[config.mk]
export PLATFORM = sky130hd
export DESIGN_NAME = fetch_stage
export DESIGN_NICKNAME = d
export VERILOG_FILES = /design/src/rtl/fetch_stage.sv
export SDC_FILE = /design/constraint.sdc
export NUM_CORES = 1
export LEC_CHECK = 0
export BUFFER_PORTS_ARGS = -buffer_cell sky130_fd_sc_hd__buf_4
export CAP_MARGIN = 15
export CORE_MARGIN = 2
export CORE_UTILIZATION = 40
export CTS_CLUSTER_DIAMETER = 150
export DETAILED_ROUTE_END_ITERATION = 6
export PLACE_DENSITY = 0.68
export SLEW_MARGIN = 20
export SYNTH_ARGS = -nofsm -noshare
export SYNTH_HDL_FRONTEND = slang
export SYNTH_SLANG_ARGS = --single-unit
[constraint.sdc]
create_clock -name clk -period 3 [get_ports clk]
set_input_delay 0.15 -clock clk [delete_from_list [all_inputs] [get_ports clk]]
set_output_delay 0.15 -clock clk [all_outputs]
set_load 0.05 [all_outputs]
[src/rtl/fetch_stage.sv]
// rtl/fetch_stage.sv - MIPS fetch PC register and IF/ID pipeline register with fetch counter
// Optional address-error (AdEL) detection is enabled by defining FETCH_ADEL_EN.
module fetch_stage #(
  parameter logic [31:0] RESET_PC = 32'h0000_3000,
  parameter logic [31:0] IM_BASE  = 32'h0000_3000,
  parameter int          IM_AW    = 12
) (
  input  logic             clk,
  input  logic             reset,
  input  logic             Stall,
  input  logic [31:0]      NPC,
  input  logic [31:0]      InstrIn,
  output logic [31:0]      PC,
  output logic [IM_AW-1:0] IMAddr,
  output logic [31:0]      D_Instr,
  output logic [31:0]      D_PC,
  output logic             D_Valid,
  output logic [31:0]      FetchCount
`ifdef FETCH_ADEL_EN
  ,
  output logic             D_ExcAdEL
`endif
);

  typedef enum logic {
    BUBBLE = 1'b0,
    RUN    = 1'b1
  } state_t;

  state_t state;

  // Word index of (PC - IM_BASE); the borrow term covers a base that is not word aligned.
  assign IMAddr = PC[IM_AW+1:2] - IM_BASE[IM_AW+1:2]
                - IM_AW'(PC[1:0] < IM_BASE[1:0]);

  assign D_Valid = (state == RUN);

`ifdef FETCH_ADEL_EN
  localparam logic [31:0] IM_BYTES = 32'(4) << IM_AW;

  logic [31:0] pc_off;
  logic        adel;

  // Unsigned compare also catches PCs below IM_BASE, which wrap to large offsets.
  assign pc_off = PC - IM_BASE;
  assign adel   = (PC[1:0] != 2'b00) || (pc_off >= IM_BYTES);
`endif

  always_ff @(posedge clk) begin
    if (reset) begin
      state      <= BUBBLE;
      PC         <= RESET_PC;
      D_Instr    <= 32'h0;
      D_PC       <= 32'h0;
      FetchCount <= 32'h0;
`ifdef FETCH_ADEL_EN
      D_ExcAdEL  <= 1'b0;
`endif
    end else if (!Stall) begin
      state      <= RUN;
      PC         <= NPC;
      D_PC       <= PC;
      FetchCount <= FetchCount + 32'd1;
`ifdef FETCH_ADEL_EN
      D_Instr    <= adel ? 32'h0 : InstrIn;
      D_ExcAdEL  <= adel;
`else
      D_Instr    <= InstrIn;
`endif
    end
  end

endmodule

==> qor.yml <==
wl_met3_um: 1080
ir_worst_vdd_mv: 0.306
ys_top_cells_by_area: "dfxtp_1 49%, mux2i_1 18%, nor2_1 9.0%, xnor2_1 4.8%, ha_1 2.6%"
fmaxAchievable_mhz: 393
crit_type: "flop to output pin"
reg2reg_slack_ns: 0.89
syn_inst: 546
regToRegEndpoint: "FetchCount[31]$_SDFFE_PP0N_"
antenna_found_initial: 0
cts_repair_resize_count: 0
synth_warnings: 0
grt_max_degree: 130
synth.top_cell.area_share_pct: 48.6
final_cells: 994
viasPerCell: 4.73
worst_setup_path_start_kind: "flop"
grt_pass1_vias: 4603
hpwlAfterDp_um: 8800
reg2reg_depth: 5
finalHoldViolations: 0
hold_class: "primary input to flop"
synth_edf_count: 0
min_to: "PC[13]$_SDFFE_PP1N_"
fin_skew_ns: 0.00663
vias: 4702
met2_length_um: 6610
power_density_nw_per_um2: 602
cts_tree: "yes"
fillerInstances: 1053
grt_pass1_wl_um: 22000
routedWlPerCell_um: 13.7
grt_usage_pct: 19.3
leakage_nw: 3.81
place_inst: 901
die_w_um: 119
drt_pass1_iterations: 5
cts_inserted_buffers: 17
gp_congestion: 0.867
clkSinkCount: 129
maxSlewViolCount: 0
syn_area_per_cell_sq_um: 9.73
end_kind: "output pin"
port_buffers: 207
cts_setup_buffers: 0
setup_violations: 0
crit_arrival_ns: 2.40
finalSetupTns_ns: 0
highest_layer: "met4"
ys_seq_elements: 129
post-route-period-util_pct: 84.9
clk_latency_ns: 0.41
synth_cell_types: 36
syn_area_sq_um: 5310
fin_crit_ns: 2.55
num_antenna_cells: 0
totalWireLength_um: 13700
ios: 208
root_buffer: "clkbuf_16"
ctsHtreeMaxLevel: 4
coreArea_sq_um: 13100
slew_headroom_pct: 39.9
yosysTopAreaCell: "dfxtp_1"
r2r-start: "FetchCount[5]$_SDFFE_PP0N_"
worstHoldStart: "NPC[13]"
synth_nets: 624
async_flop_share_pct: 0
chipHeight_um: 119
tightest_slew_ns: 0.901
num_rows: 42
path_clk_slew_ns: 0.05
ant_nets: 0
start_util_pct: 40.6
worstHoldPathCells: 3
grt_overflow_total: 0
drive_gt1_share_pct: 30.3
post-route-drc-count: 0
status: "complete, no violations"
cts_buffer_depth: 2
layout.nets: 883
maxCapViolations: 0
synth_seq_area_share_pct: 48.6
dr.first_iter.drc_count: 213
synthToLayoutAreaGrowth_pct: 53.7
design.die.area_sq_um: 14200
critPathMaxFanout: 5
drt-met1-wl_um: 5700
worstPathRequired_ns: 2.85
rsz0062_at_grt: "no"
ys.flop_type: "dfxtp_1"
routing by layer:
layer / global-route usage (%) / vias to the layer above
met2: 32.4 / 172
met1: 21.7 / 2157
met4: 7.07 / 0
li1: - / 2348
met3: 8.09 / 25
met5: 0 / -
area by class of cell:
class	instances	area (sq um)	share of cell area [%]
clock buffers	21	450	5.52
clock inverters	11	138	1.69
inverters	19	71.3	0.873
multi-input cells	367	2500	30.7
flip-flops and latches	129	2580	31.6
well taps	176	220	2.70
repair buffers	271	2200	26.9
cell usage after synthesis, types with 2 or more instances:
master,instances
buf_2,12
nand2_1,13
and2_1,2
o211ai_1,2
and3_1,5
nand4_1,5
and4b_1,2
nand3_1,9
ha_1,11
a211o_1,2
o21ai_0,6
clkbuf_1,15
xor2_1,8
a21oi_1,15
buf_6,2
dfxtp_1,129
nor3_1,7
o21bai_1,2
inv_1,19
nor2_1,127
nor4_2,8
mux2i_1,95
and4_1,4
xnor2_1,29
or3_1,3
nor2b_1,3
buf_4,2
worst max-delay path by stage:
stage / startpoint / to / cells after the start
2_1_floorplan: PC[9]$_SDFFE_PP0N_ / IMAddr[11] / 7
3_3_place_gp: PC[6]$_SDFFE_PP0N_ / IMAddr[10] / 8
3_5_place_dp: FetchCount[5]$_SDFFE_PP0N_ / FetchCount[31]$_SDFFE_PP0N_ / 5
4_1_cts: PC[6]$_SDFFE_PP0N_ / IMAddr[11] / 8
5_1_grt: PC[6]$_SDFFE_PP0N_ / IMAddr[10] / 8
6_report: PC[6]$_SDFFE_PP0N_ / IMAddr[10] / 8
sequential cells by signal, indices dropped and copies added, names as in the netlist:
| name | cells |
|---|---|
| D_Instr | 32 |
| D_PC | 32 |
| D_Valid | 1 |
| FetchCount | 32 |
| PC | 32 |
placed cells by master (no fill, tap or decap), types with 9 or more instances in the layout:
master / netlist / final
a21oi_1: 15 / 15
buf_4: 2 / 209
clkbuf_16: 0 / 17
dfxtp_1: 129 / 129
dlygate4sd3_1: 0 / 61
ha_1: 11 / 11
inv_1: 19 / 19
mux2i_1: 95 / 95
nand2_1: 13 / 13
nand3_1: 9 / 9
nor2_1: 127 / 127
xnor2_1: 29 / 29
where the power goes:
group | internal (mW) | switching, mW | leakage [nW]
Clock | 1.32 | 0.723 | 0.294
Sequential | 1.79 | 0.0526 | 1.06
Combinational | 0.385 | 0.644 | 2.46
metrics by stage:
step | total power [mW] | worst slack [ns] | util, % | instance area, sq um | hold slack, ns
3_3_place_gp | 2.82 | 0.976 | 53.3 | 6970 | 0.378
6_report | 4.91 | 0.453 | 62.4 | 8170 | 0.0538
3_5_place_dp | 2.84 | 0.897 | 53.3 | 6970 | 0.387
2_1_floorplan | 2.53 | 0.391 | - | 5310 | 0.294
4_1_cts | 4.96 | 0.481 | 62.4 | 8170 | 0.0341
5_1_grt | 5.11 | 0.275 | 62.4 | 8170 | 0.0765
worst max-delay path, cell delays in order, from the launching register on:
cell       delay [ns]
dfxtp_1          0.40
inv_1            0.07
ha_1             0.33
a21oi_1          0.22
a2bb2oi_1        0.24
nand2b_1         0.13
a31oi_1          0.22
xnor2_1          0.15
buf_4            0.22
cell families after synthesis:
logic type,count (synthesis),share of synthesized area [%]
mux,95,17.9
simple gates,193,17.1
flops,129,48.6
fa+ha+maj,11,2.59
buf+inv,50,4.24
xor+xnor,37,6.10
compound gates,31,3.44
timing repair:
| action | CTS | global route |
|---|---|---|
| endpoints found under the hold margin | 61 | 0 |
| setup endpoints to repair | 0 | 0 |
| hold buffers | 61 | 0 |
No activity file was read; power rests on OpenSTA's default activity.
